### src/rtl/fp_accumulator_if.sv
// Handshake bundle for fp_accumulator.
// Both channels use strict valid/ready: a beat transfers on a rising edge where
// valid and ready are both high; once valid is raised its payload stays stable
// until that edge, and ready never depends combinationally on valid.
interface fp_accumulator_if #(
    parameter int W = 16
);
    logic         in_valid;
    logic         in_ready;
    logic [W-1:0] in_data;
    logic         in_last;
    logic         out_valid;
    logic         out_ready;
    logic [W-1:0] out_data;
    logic         out_ovf;
    logic [W-1:0] acc_data;
    logic [2:0]   fsm_state;

    modport master (
        output in_valid, in_data, in_last, out_ready,
        input  in_ready, out_valid, out_data, out_ovf, acc_data, fsm_state
    );

    modport slave (
        input  in_valid, in_data, in_last, out_ready,
        output in_ready, out_valid, out_data, out_ovf, acc_data, fsm_state
    );
endinterface

### src/rtl/fp_accumulator.sv
// Sequential floating-point accumulator. Each accepted operand walks through
// ALIGN, ADD and NORM (one clock each) and is folded into the running sum;
// the operand tagged last releases the total on the output channel.
module fp_accumulator #(
    parameter int EXP_W     = 5,
    parameter int MAN_W     = 10,
    parameter int ROUND_RNE = 1
) (
    input  logic            clk,
    input  logic            rst_n,
    input  logic            clr,
    fp_accumulator_if.slave bus
);
    localparam int W  = 1 + EXP_W + MAN_W;
    localparam int MW = MAN_W + 1;   // mantissa including hidden bit
    localparam int XW = MAN_W + 4;   // mantissa plus guard/round/sticky
    localparam int EW = EXP_W + 1;   // internal exponent with carry headroom
    localparam logic [EW-1:0] EXP_ONES = EW'((1 << EXP_W) - 1);

    typedef enum logic [2:0] {S_IDLE, S_ALIGN, S_ADD, S_NORM, S_OUT} state_t;

    state_t        state;
    logic [W-1:0]  acc, out_data_r;
    logic          ovf, out_ovf_r, out_valid_r, in_ready_r;

    // latched operand
    logic          op_s, op_sat, op_last;
    logic [EW-1:0] op_e;
    logic [MW-1:0] op_m;
    // align stage results
    logic [XW-1:0] al_a, al_b;
    logic [EW-1:0] al_e;
    logic          al_s, al_sub;
    // add stage results
    logic [XW:0]   ad_sum;
    logic [EW-1:0] ad_e;
    logic          ad_s;

    // Unpack the incoming operand; an all-ones exponent clamps to max finite.
    logic [EXP_W-1:0] in_ef;
    logic [EW-1:0]    in_e;
    logic [MW-1:0]    in_m;
    logic             in_sat;
    always_comb begin
        in_ef  = bus.in_data[W-2 -: EXP_W];
        in_sat = (in_ef == '1);
        if (in_sat) begin
            in_e = EXP_ONES - EW'(1);
            in_m = '1;
        end else begin
            in_e = (in_ef == '0) ? EW'(1) : {1'b0, in_ef};
            in_m = {(in_ef != '0), bus.in_data[MAN_W-1:0]};
        end
    end

    // Pick the larger magnitude as base and right-shift the other with sticky.
    logic [EXP_W-1:0] acc_ef;
    logic [EW-1:0]    acc_e, diff;
    logic [MW-1:0]    acc_m, big_m, sml_m;
    logic [XW-1:0]    sml_x, sml_sh;
    logic             op_big;
    always_comb begin
        acc_ef = acc[W-2 -: EXP_W];
        acc_e  = (acc_ef == '0) ? EW'(1) : {1'b0, acc_ef};
        acc_m  = {(acc_ef != '0), acc[MAN_W-1:0]};
        op_big = {op_e, op_m} >= {acc_e, acc_m};
        big_m  = op_big ? op_m : acc_m;
        sml_m  = op_big ? acc_m : op_m;
        diff   = op_big ? (op_e - acc_e) : (acc_e - op_e);
        sml_x  = {sml_m, 3'b000};
        if (int'(diff) >= XW) begin
            sml_sh    = '0;
            sml_sh[0] = |sml_m;
        end else begin
            sml_sh    = sml_x >> diff;
            sml_sh[0] = sml_sh[0] | (|(sml_x & ~({XW{1'b1}} << diff)));
        end
    end

    // Magnitude add or subtract; the base is never smaller, so no borrow.
    logic [XW:0] sum_c;
    always_comb begin
        sum_c = al_sub ? ({1'b0, al_a} - {1'b0, al_b})
                       : ({1'b0, al_a} + {1'b0, al_b});
    end

    // Normalise, round, renormalise on rounding carry, then saturate.
    logic [XW-1:0] nm;
    logic [EW-1:0] ne;
    logic [MW-1:0] keep, man;
    logic [MW:0]   rnd;
    logic          inc, res_sat;
    logic [W-1:0]  res;
    int            lz, sh;
    always_comb begin
        lz = XW;
        for (int i = 0; i < XW; i++) begin
            if (ad_sum[i]) lz = XW - 1 - i;
        end
        sh = 0;
        if (ad_sum[XW]) begin
            nm    = ad_sum[XW:1];
            nm[0] = nm[0] | ad_sum[0];
            ne    = ad_e + EW'(1);
        end else begin
            // never shift the exponent below 1; what is left is subnormal
            sh = (lz > int'(ad_e) - 1) ? int'(ad_e) - 1 : lz;
            nm = ad_sum[XW-1:0] << sh;
            ne = ad_e - EW'(sh);
        end
        keep = nm[XW-1:3];
        inc  = (ROUND_RNE != 0) && nm[2] && (nm[1] || nm[0] || keep[0]);
        rnd  = {1'b0, keep} + {{MW{1'b0}}, inc};
        if (rnd[MW]) begin
            man = rnd[MW:1];
            ne  = ne + EW'(1);
        end else begin
            man = rnd[MW-1:0];
        end
        res_sat = (ne >= EXP_ONES);
        if (res_sat) begin
            res = {ad_s, EXP_ONES[EXP_W-1:0] - EXP_W'(1), {MAN_W{1'b1}}};
        end else begin
            res = {ad_s, (man[MAN_W] ? ne[EXP_W-1:0] : {EXP_W{1'b0}}), man[MAN_W-1:0]};
        end
    end

    // Control FSM and all datapath/output registers.
    always_ff @(posedge clk or negedge rst_n) begin
        if (!rst_n) begin
            state       <= S_IDLE;
            acc         <= '0;
            ovf         <= 1'b0;
            out_data_r  <= '0;
            out_ovf_r   <= 1'b0;
            out_valid_r <= 1'b0;
            in_ready_r  <= 1'b1;
            op_s        <= 1'b0;
            op_sat      <= 1'b0;
            op_last     <= 1'b0;
            op_e        <= '0;
            op_m        <= '0;
            al_a        <= '0;
            al_b        <= '0;
            al_e        <= '0;
            al_s        <= 1'b0;
            al_sub      <= 1'b0;
            ad_sum      <= '0;
            ad_e        <= '0;
            ad_s        <= 1'b0;
        end else if (clr) begin
            state       <= S_IDLE;
            acc         <= '0;
            ovf         <= 1'b0;
            out_valid_r <= 1'b0;
            in_ready_r  <= 1'b1;
        end else begin
            case (state)
                S_IDLE: begin
                    if (bus.in_valid) begin
                        op_s       <= bus.in_data[W-1];
                        op_e       <= in_e;
                        op_m       <= in_m;
                        op_sat     <= in_sat;
                        op_last    <= bus.in_last;
                        in_ready_r <= 1'b0;
                        state      <= S_ALIGN;
                    end
                end
                S_ALIGN: begin
                    al_a   <= {big_m, 3'b000};
                    al_b   <= sml_sh;
                    al_e   <= op_big ? op_e : acc_e;
                    al_s   <= op_big ? op_s : acc[W-1];
                    al_sub <= op_s ^ acc[W-1];
                    state  <= S_ADD;
                end
                S_ADD: begin
                    ad_sum <= sum_c;
                    ad_e   <= al_e;
                    ad_s   <= (sum_c == '0) ? 1'b0 : al_s;
                    state  <= S_NORM;
                end
                S_NORM: begin
                    if (op_last) begin
                        out_data_r  <= res;
                        out_ovf_r   <= ovf | op_sat | res_sat;
                        out_valid_r <= 1'b1;
                        acc         <= '0;
                        ovf         <= 1'b0;
                        state       <= S_OUT;
                    end else begin
                        acc        <= res;
                        ovf        <= ovf | op_sat | res_sat;
                        in_ready_r <= 1'b1;
                        state      <= S_IDLE;
                    end
                end
                S_OUT: begin
                    if (bus.out_ready) begin
                        out_valid_r <= 1'b0;
                        in_ready_r  <= 1'b1;
                        state       <= S_IDLE;
                    end
                end
                default: begin
                    in_ready_r <= 1'b1;
                    state      <= S_IDLE;
                end
            endcase
        end
    end

    assign bus.in_ready  = in_ready_r;
    assign bus.out_valid = out_valid_r;
    assign bus.out_data  = out_data_r;
    assign bus.out_ovf   = out_ovf_r;
    assign bus.acc_data  = acc;
    assign bus.fsm_state = state;
endmodule

### src/flat_wrapper.sv
// flat-port wrapper written by rule: the top's interface ports become plain ports
module fp_accumulator_flat 
#(
    parameter int EXP_W     = 5,
    parameter int MAN_W     = 10,
    parameter int ROUND_RNE = 1
)
  (clk, rst_n, clr, bus_in_valid, bus_in_data, bus_in_last, bus_out_ready, bus_in_ready, bus_out_valid, bus_out_data, bus_out_ovf, bus_acc_data, bus_fsm_state);
  fp_accumulator_if #(.W((16))) bus_i ();
  input  logic clk;
  input  logic rst_n;
  input  logic clr;
  input wire logic [$bits(bus_i.in_valid)-1:0] bus_in_valid;
  input wire logic [$bits(bus_i.in_data)-1:0] bus_in_data;
  input wire logic [$bits(bus_i.in_last)-1:0] bus_in_last;
  input wire logic [$bits(bus_i.out_ready)-1:0] bus_out_ready;
  output wire logic [$bits(bus_i.in_ready)-1:0] bus_in_ready;
  output wire logic [$bits(bus_i.out_valid)-1:0] bus_out_valid;
  output wire logic [$bits(bus_i.out_data)-1:0] bus_out_data;
  output wire logic [$bits(bus_i.out_ovf)-1:0] bus_out_ovf;
  output wire logic [$bits(bus_i.acc_data)-1:0] bus_acc_data;
  output wire logic [$bits(bus_i.fsm_state)-1:0] bus_fsm_state;
  assign bus_i.in_valid = bus_in_valid;
  assign bus_i.in_data = bus_in_data;
  assign bus_i.in_last = bus_in_last;
  assign bus_i.out_ready = bus_out_ready;
  assign bus_in_ready = bus_i.in_ready;
  assign bus_out_valid = bus_i.out_valid;
  assign bus_out_data = bus_i.out_data;
  assign bus_out_ovf = bus_i.out_ovf;
  assign bus_acc_data = bus_i.acc_data;
  assign bus_fsm_state = bus_i.fsm_state;
  fp_accumulator #(.EXP_W(EXP_W), .MAN_W(MAN_W), .ROUND_RNE(ROUND_RNE)) u_core (.clk(clk), .rst_n(rst_n), .clr(clr), .bus(bus_i));
endmodule
### config.mk
export PLATFORM = sky130hd
export DESIGN_NAME = fp_accumulator_flat
export DESIGN_NICKNAME = d
export VERILOG_FILES = /design/src/rtl/fp_accumulator_if.sv /design/src/rtl/fp_accumulator.sv /design/src/flat_wrapper.sv
export SDC_FILE = /design/constraint.sdc
export NUM_CORES = 1
export LEC_CHECK = 0
export BUFFER_PORTS_ARGS = -buffer_cell sky130_fd_sc_hd__buf_4
export CAP_MARGIN = 0
export CELL_PAD_IN_SITES_DETAIL_PLACEMENT = 0
export CELL_PAD_IN_SITES_GLOBAL_PLACEMENT = 1
export CORE_ASPECT_RATIO = 0.9
export CORE_MARGIN = 1
export CORE_UTILIZATION = 47
export DETAILED_ROUTE_END_ITERATION = 10
export GPL_TIMING_DRIVEN = 0
export PLACE_DENSITY_LB_ADDON = 0.1
export REMOVE_ABC_BUFFERS = 1
export SLEW_MARGIN = 20
export SYNTH_ARGS = -nofsm -noshare
export SYNTH_HDL_FRONTEND = slang
export SYNTH_SLANG_ARGS = --single-unit
### constraint.sdc
create_clock -name clk -period 8.2 [get_ports clk]
set_input_delay 0.82 -clock clk [delete_from_list [all_inputs] [get_ports clk]]
set_output_delay 0.82 -clock clk [all_outputs]
set_load 0.02 [all_outputs]
## Word-level counts from Yosys, hierarchy flattened

Index checks and enable logic that the tools add are counted.

| operators by class | value |
|---|---|
| add/subtract/negate cells | 9 |
| multipliers | 0 |
| divide/modulo/power cells | 0 |
| order comparisons | 4 |
| equality and inequality tests | 10 |
| shifts and indexed selects | 3 |
| muxes and demuxes | 53 |
| bitwise gates (word level) | 8 |
| reductions and logical operators | 21 |

Operators with widths:

| kind | count |
|---|---|
| 2-to-1 mux 16 bit | 3 |
| 2-to-1 mux 11 bit | 4 |
| > comparator 5 x 32 -> 1 bit | 1 |
| 2-to-1 mux 32 bit | 1 |
| 2-to-1 mux 4 bit | 8 |
| << shifter 14 x 32 -> 14 bit | 1 |
| 2-to-1 mux 15 bit | 2 |
| 2-to-1 mux 6 bit | 5 |
| 2-to-1 mux 14 bit | 2 |
| 2-to-1 mux 3 bit | 8 |
| subtractor 6 bit | 3 |
| >= comparator 17 bit | 1 |
| adder 14 x 14 -> 15 bit | 1 |
| logical NOT 15 bit | 1 |
| 2-to-1 mux 5 bit | 3 |
| case mux 3 bit (5 select lines) | 1 |
| subtractor 14 x 14 -> 15 bit | 1 |
| bitwise AND 14 bit | 1 |
| NOT 14 bit | 1 |
| OR reduction 14 bit | 1 |
| << shifter 14 x 6 -> 14 bit (first input constant) | 1 |
| right shift 14 x 6 -> 14 bit | 1 |
| adder 11 x 1 -> 12 bit | 1 |
| adder 6 x 1 -> 6 bit (second input constant) | 2 |
| other kinds (29) | 54 |

| word-level totals | value |
|---|---|
| flip-flop bits (word level) | 114 |
| bits in latches | 0 |
| bits in writable memories | 0 |
| bits in read-only memories | 0 |
| input port bits | 22 |
| output and inout bits | 38 |
| logic and storage cells | 128 |
| memories | 0 |

## Longest topological paths before layout

Gate-level depths: netlist of the first run.

| logic depth | value |
|---|---|
| word-level depth | 28 |
| gate-level depth with buffers | 28 |
| depth with buffers taken out | 24 |

## Worst setup path after synthesis of the first run

OpenSTA, ideal clock, no wires.

| timing | value |
|---|---|
| path type | register -> register |
| start point | reg u_core.ad_sum[10] |
| end point | reg u_core.out_data_r[2] (netlist: u_core.bus.out_data[2]) |
| setup time | 0.125 ns |
| data arrival time | 5.609 ns |
| required time | 8.075 ns |
| setup slack | 2.466 ns |
| cell stages (with the launch flop) | 25 |
| path buffers | 4 |
| period minus slack after synthesis | 5.734 ns |
| cell sequence | dfrtp_1 > clkbuf_1 > nor4_1 > o21a_1 > ha_1 > a21o_1 > a2111oi_2 > a211o_2 > a21o_1 > buf_4 > buf_6 > inv_1 > ha_1 > nor2b_1 > ha_1 > a21o_1 > a21oi_1 > o21bai_1 > a21oi_1 > xor2_1 > o311ai_2 > o31a_1 > buf_4 > a21o_1 > mux2_2 |

| between the ends | value |
|---|---|
| longest elaborated chain between the ends | 15 |
| elaborated cells on any way between the ends | 19 |
| classes of those cells | add/sub: 3; order compare: 2; shift: 1; mux: 10; reduce/logical: 3 |

Ends and longest elaborated chain:

| what | line | text |
|---|---|---|
| from (decl) | fp_accumulator.sv:35 | `logic [XW:0] ad_sum;` |
| from (signal assigned) | fp_accumulator.sv:179 | `ad_sum <= sum_c;` |
| 2-to-1 mux 4 bit (4 in series) | fp_accumulator.sv:98 | `if (ad_sum[i]) lz = XW - 1 - i;` |
| > comparator 5 x 32 -> 1 bit | fp_accumulator.sv:107 | `sh = (lz > int'(ad_e) - 1) ? int'(ad_e) - 1 : lz;` |
| 2-to-1 mux 32 bit | fp_accumulator.sv:107 |  |
| << shifter 14 x 32 -> 14 bit | fp_accumulator.sv:108 | `nm = ad_sum[XW-1:0] << sh;` |
| 2-to-1 mux 14 bit | fp_accumulator.sv:101 | `if (ad_sum[XW]) begin` |
| logical OR 1 bit (2 in series) | fp_accumulator.sv:112 | `inc = (ROUND_RNE != 0) && nm[2] && (nm[1] \|\| nm[0] \|\| keep[0]);` |
| logical AND 1 bit | fp_accumulator.sv:112 |  |
| adder 11 x 1 -> 12 bit | fp_accumulator.sv:113 | `rnd = {1'b0, keep} + {{MW{1'b0}}, inc};` |
| 2-to-1 mux 6 bit | fp_accumulator.sv:114 | `if (rnd[MW]) begin` |
| >= comparator 6 x 5 -> 1 bit | fp_accumulator.sv:120 | `res_sat = (ne >= EXP_ONES);` |
| 2-to-1 mux 15 bit * | fp_accumulator.sv:121 | `if (res_sat) begin` |
| to (signal assigned) | fp_accumulator.sv:186 | `out_data_r <= res;` |
| to (decl) | fp_accumulator.sv:23 | `logic [W-1:0] acc, out_data_r;` |

Mark *: on every way between the ends. The rest lies on a longest branch, timed or not.
A chain may end at the register's enable or synchronous reset.

## Final worst setup path of the first run

| timing | value |
|---|---|
| start point | reg u_core.ad_sum[13] |
| end point | reg u_core.out_data_r[13] (netlist: u_core.bus.out_data[13]) |

| between the ends | value |
|---|---|
| longest elaborated chain between the ends | 12 |
| elaborated cells on any way between the ends | 17 |
| classes of those cells | add/sub: 3; order compare: 2; shift: 1; mux: 8; reduce/logical: 3 |

Ends and longest elaborated chain:

| what | line |
|---|---|
| 2-to-1 mux 4 bit | fp_accumulator.sv:98 |
| > comparator 5 x 32 -> 1 bit | fp_accumulator.sv:107 |
| 2-to-1 mux 32 bit | fp_accumulator.sv:107 |
| << shifter 14 x 32 -> 14 bit | fp_accumulator.sv:108 |
| 2-to-1 mux 14 bit | fp_accumulator.sv:101 |
| logical OR 1 bit (2 in series) | fp_accumulator.sv:112 |
| logical AND 1 bit | fp_accumulator.sv:112 |
| adder 11 x 1 -> 12 bit | fp_accumulator.sv:113 |
| 2-to-1 mux 6 bit / 2-to-1 mux 11 bit (equally long branches) | fp_accumulator.sv:114 |
| >= comparator 6 x 5 -> 1 bit / 2-to-1 mux 5 bit (equally long branches) | fp_accumulator.sv:120, fp_accumulator.sv:124 |
| 2-to-1 mux 15 bit * | fp_accumulator.sv:121 |

Marked as above.

==> results of run 1 <==
-- sequential cells by signal (all words and copies together), names as in the netlist, 3 cells and up --
register and cells:
u_core.bus.acc_data 16, u_core.bus.out_data 16, u_core.ad_sum 15, u_core.al_b 14, u_core.al_a 11, u_core.op_m 11, u_core.ad_e 5, u_core.al_e 5
u_core.op_e 5, u_core.bus.fsm_state 3
-- synth_stat cells (5+ instances only) --
cell type  count
a211oi_1      12
a21o_1        18
a21oi_1       63
a22o_1        10
a31oi_1       16
and2_1         6
and3_1        13
clkbuf_1      44
dfrtp_1      110
ha_1          57
inv_1         73
mux2_2        15
mux2i_1       30
mux4_2        10
nand2_1      131
nand2b_1       8
nand3_1       23
nand4_1        5
nor2_1        74
nor2b_1       11
nor3_1        31
nor4_1        10
o211ai_1       5
o21a_1        13
o21ai_0       68
o21ai_1       18
o21bai_1      11
o221ai_1       5
o22a_1        11
o22ai_1       25
o31ai_1        9
or3_1          8
or4_1          6
xnor2_1       17
xor2_1        11
-- area by class of cell --
cell class	count	area, um^2
inverters	74	278
multi-input cells	823	5730
flip-flops and latches	111	2780
clock inverters	7	108
repair buffers	66	539
well taps	245	307
fillers	1780	8560
clock buffers	9	225
-- metal layers --
metal,up-vias,wire length [um],track usage [%]
li1,3931,-,-
met1,3820,12400,39.9
met2,246,11100,39.4
met3,18,1390,3.34
met4,0,291,5.56
met5,-,0,0
-- stage by stage --
step,std cells,utilization [%],setup slack [ps]
after global routing,1335,53.8,131
after global placement,1312,51.3,745
after detailed placement,1319,52.0,644
final,1335,53.8,431
after CTS,1335,53.8,620
after floorplan,1008,-,2260
-- how the worst max path moves through the flow --
stage,startpoint,cells past startpoint,endpoint,slack [ps]
2_1_floorplan,u_core.ad_sum[10],21,u_core.bus.acc_data[10],2260
3_3_place_gp,u_core.ad_sum[13],20,u_core.bus.out_data[13],740
3_5_place_dp,u_core.ad_sum[13],20,u_core.bus.out_data[13],640
4_1_cts,u_core.ad_sum[13],20,u_core.bus.out_data[13],620
5_1_grt,u_core.ad_sum[13],20,u_core.bus.out_data[13],130
6_report,u_core.ad_sum[13],20,u_core.bus.out_data[13],430
-- critical path: cells and delay by family, from the launching register on --
kind	cells	cell delay [ps]
compound gates	11	3850
simple gates	4	2480
flops	1	490
fa+ha+maj	2	460
buf+inv	3	340
-- cells by family after synthesis --
kind of cell | share of synthesized area, %
AND/OR/NAND/NOR | 18.8
flip-flops | 31.0
multiplexers | 8.31
adder cells (fa/ha/maj) | 8.84
XOR/XNOR | 2.73
AO/OA/AOI/OAI | 24.7
buffers and inverters | 5.54
==> flow_summary_export.csv, run 1 <==
group,metric,value,unit
setup_path,critPathMaxFanout,16,
floorplanning,core-area,0.0185,mm^2
setup_path,worstReg2RegStart,"u_core.ad_sum[13]",
job,maxCapViolCount,0,
cells_and_area,final_area,0.00997,mm^2
place,io_buffers,59,
cts,post_cts_buffers,0,
yosys,synth_top_area_share,30.7,%
floorplanning,fp-row-count,47,
timing,worst_pin_slew,1160,ps
yosys,yosysWarnings,0,
cts,numCtsBuffers,9,
setup_path,rr_endpoint,"u_core.bus.out_data[13]",
setup_path,critPathRequiredTime,8430,ps
timing,finalHoldViolCount,0,
global_route,grtUsageTotal,26.2,%
cts,htree_levels,3,
cts,ctsResizeCount,0,
yosys,netlist_area,0.00897,mm^2
place,dp_hpwl,19.3,mm
floorplanning,fp.dieH,133,um
timing,period_share,94.7,%
cells_and_area,nNetsFinal,1168,
yosys,synthFlopType,"dfrtp_1",
cells_and_area,drive_above_1_share,13.4,%
route,num_vias,8015,
global_route,grt_max_degree,60,
timing,setup-tns-final,0,ps
global_route,grt_overflow_total,0,
route,antenna_left,0,
setup_path,cpMostUsedCell,"inv_1",
yosys,seq_area_frac_synth,31.0,%
route,drt-initial-drc-count,621,
timing,fin_skew,16.6,ps
yosys,synth_area_leaders,"dfrtp_1 31%, ha_1 8.0%, nand2_1 5.5%",
cells_and_area,final_common_cell,"nand2_1",
timing,final.min_clock_period,7770,ps
setup_path,cp-start-kind,"register",
cts,cts_tree,"built",
cts,clk_pin_slew,100,ps
cts,hold_buffers,0,
yosys,ys_ff_latch,111,
setup_path,worst-endpoint-arrival,8000,ps
timing,slew_viol_final,0,
cells_and_area,most-common-layout-cells,"129 x nand2_1, 110 x dfrtp_1, 73 x inv_1",
timing,rsz0062_at_grt,"no",
yosys,yosysTopAreaCell,"dfrtp_1",
yosys,synth_async_sr_flop_share,100,%
timing,finalHoldWorstSlack,416,ps
cts,clk_path_buf_depth,2,
setup_path,r2r_slack,430,ps
floorplanning,ios,60,
route,via_per_inst,6.00,
setup_path,crit_chain,"nor4_1, nand3_1, inv_1, ha_1, and4b_1, a2111oi_2, a211o_2, a21o_1, a21oi_1, o22ai_1, a31oi_1, inv_1, ha_1, inv_1, nor4_1, a211oi_1, a211oi_1, a21oi_1, a311oi_1, o21ai_1",
yosys,synthCells,1061,
timing,relSlewSlack,21.9,%
route,wl,25.2,mm
cts,clkLatencyLatePin,370,ps
route,drc,0,
global_route,antenna_found_initial,0,
setup_path,setup.worst_path.end_class,"register",
cells_and_area,area_delta_synth_final,11.1,%
cts,cts.sinks,111,
route,wire_per_inst,18.9,um
route,dr.pass1.iters,5,
hold_path,hold_class,"in2async",
setup_path,critPathSlowestCell,"nor4_1",
global_route,grt_pass1_wl,40.6,mm
place,post_dp_cell_area,0.00963,mm^2
global_route,first_global_vias,7353,
timing,fmaxAchievable,0.129,GHz
floorplanning,fp.dieW,148,um
setup_path,cpPeakStageDelay,1020,ps
floorplanning,initial_core_util,48.4,%
floorplanning,die-area,0.0196,mm^2
yosys,yosysUniqueCellTypes,84,
place,gp_congestion,0.942,
cells_and_area,diodes,0,
cts,root_buffer,"clkbuf_16",
setup_path,path_class,"reg2reg",
timing,finalSetupViolCount,0,
run_status,status,"finished clean",
yosys,synth_edf_count,0,
yosys,avgSynthCellArea,8.45,um^2
setup_path,r2r_cells,20,
Power of run 1 is left out: the tool's default activity adds up to more than one toggle a clock period on the data nets, which glitch-free logic cannot reach.
==> run 2, diff against run 1 <==
--- a/config.mk
+++ b/config.mk
@@ -14,7 +14,7 @@
 export CORE_UTILIZATION = 47
 export DETAILED_ROUTE_END_ITERATION = 10
 export GPL_TIMING_DRIVEN = 0
-export PLACE_DENSITY_LB_ADDON = 0.1
+export PLACE_DENSITY = 0.83
 export REMOVE_ABC_BUFFERS = 1
 export SLEW_MARGIN = 20
 export SYNTH_ARGS = -nofsm -noshare
==> run 2 against run 1 <==
  * Register-to-register slack improved by 420 ps
  * Sequential cell count did not move
  * Non-clock buffer count rose by 1
  * Sequential share of layout area barely moved
  * Cell count barely moved
  * Clock skew fell by 3.6 ps
  * Worst setup slack improved by 420 ps
  * Count of clock-buffer cells in the layout did not move
  * Hold slack got worse by 65 ps
  * Routed wire length rose by 1.9%
  * First-iteration DRC count rose by 26%
  * Die area did not move
  * Critical endpoint unchanged
  * Largest cell class unchanged
==> flow_summary_export.csv, run 2 (synthesis results as in run 1) <==
group,metric,value,unit
route,dr.pass1.iters,5,
route,antenna_left,0,
setup_path,worst-endpoint-arrival,7560,ps
global_route,antenna_found_initial,0,
timing,rsz0062_at_grt,"no",
cells_and_area,area_delta_synth_final,11.0,%
timing,setup-tns-final,0,ps
cts,clk_pin_slew,80,ps
timing,fin_skew,13.0,ps
floorplanning,die-area,0.0196,mm^2
setup_path,setup.worst_path.end_class,"register",
cells_and_area,most-common-layout-cells,"129 x nand2_1, 110 x dfrtp_1, 73 x inv_1",
timing,relSlewSlack,27.1,%
cts,htree_levels,3,
place,dp_hpwl,19.7,mm
timing,slew_viol_final,0,
timing,fmaxAchievable,0.136,GHz
floorplanning,fp.dieH,133,um
route,wl,25.7,mm
global_route,grt_pass1_wl,41.6,mm
cts,cts.sinks,111,
place,io_buffers,59,
route,num_vias,8084,
cts,numCtsBuffers,9,
hold_path,hold_class,"in2async",
route,drt-initial-drc-count,785,
cells_and_area,final_common_cell,"nand2_1",
route,via_per_inst,6.05,
cells_and_area,nFillCells,1787,
setup_path,critPathMaxFanout,16,
global_route,grt_overflow_total,0,
cells_and_area,nNetsFinal,1169,
setup_path,r2r_cells,20,
global_route,grt_max_degree,80,
cts,clkLatencyLatePin,360,ps
cts,post_cts_buffers,0,
floorplanning,ios,60,
timing,period_share,89.6,%
cells_and_area,diodes,0,
job,maxCapViolCount,0,
cts,ctsResizeCount,0,
run_status,status,"finished clean",
cts,cts_tree,"built",
floorplanning,fp.dieW,148,um
floorplanning,core-area,0.0185,mm^2
timing,finalSetupViolCount,0,
setup_path,path_class,"reg2reg",
setup_path,cp-start-kind,"register",
floorplanning,initial_core_util,48.4,%
timing,final.min_clock_period,7350,ps
route,wire_per_inst,19.2,um
global_route,grtUsageTotal,27.1,%
cts,clk_path_buf_depth,2,
cts,hold_buffers,0,
timing,finalHoldViolCount,0,
cells_and_area,drive_above_1_share,13.4,%
place,gp_congestion,0.948,
cts,root_buffer,"clkbuf_16",
setup_path,critPathRequiredTime,8410,ps
timing,worst_pin_slew,1090,ps
global_route,first_global_vias,7483,
floorplanning,fp-row-count,47,
route,drc,0,
## run 2: cell count changes in the layout (fill, tap and decap cells not counted), sizes merged
cell | before | now
inv | 79 | 77
bufinv | 0 | 1
buf | 66 | 67
clkinv | 2 | 3
## run 2: metal layers
metal  vias up  track usage (%)  wire length, um
li1       3937                -                -
met1      3851             41.5            12600
met2       272             39.6            11000
met3        24             4.28             1670
met4         0             6.30              345
met5         -                0                0
## run 2: cell type report
| class | count | area [um^2] | area share, % |
|---|---|---|---|
| well taps | 245 | 307 | 3.08 |
| multi-input cells | 823 | 5720 | 57.5 |
| clock inverters | 7 | 88.8 | 0.892 |
| flip-flops and latches | 111 | 2780 | 27.9 |
| clock buffers | 9 | 225 | 2.26 |
| inverters | 74 | 278 | 2.79 |
| repair buffers | 67 | 554 | 5.57 |
## run 2: worst paths after layout
path / start / end / slack [ps]
max: u_core.ad_sum[13] / u_core.bus.out_data[13] / 850
min: rst_n / u_core.ad_sum[6] / 350
max reg2reg: u_core.ad_sum[13] / u_core.bus.out_data[13] / 850
min reg2reg: u_core.bus.in_ready / u_core.bus.in_ready / 470
max in group asynchronous: rst_n / u_core.bus.in_ready / 7130
min in group clk: u_core.bus.in_ready / u_core.bus.in_ready / 470
## run 2: critical path, stage by stage, from the launching register on
cell and delay (ps):
dfrtp_1 480, nor4_1 870, nand3_1 360, inv_1 160
ha_1 270, and4b_1 220, a2111oi_2 490, a211o_2 400
a21o_1 650, mux2i_1 640, o22ai_1 240, a221oi_1 530
inv_1 110, ha_1 240, inv_1 80, nor4_1 120
and4_1 300, a211oi_1 480, a21oi_1 130, a311oi_1 330
o21ai_1 100
## run 2: stage by stage
stage	util [%]	cells	hold WS (ps)	worst slack, ps	instance area [um^2]
2_1_floorplan	-	1008	439	2260	8750
3_3_place_gp	51.3	1312	450	1020	9500
3_5_place_dp	52.0	1320	459	1020	9640
4_1_cts	53.7	1336	361	1010	9950
5_1_grt	53.7	1336	372	242	9950
6_report	53.7	1336	351	850	9950
Power of run 2 is left out for the same reason.
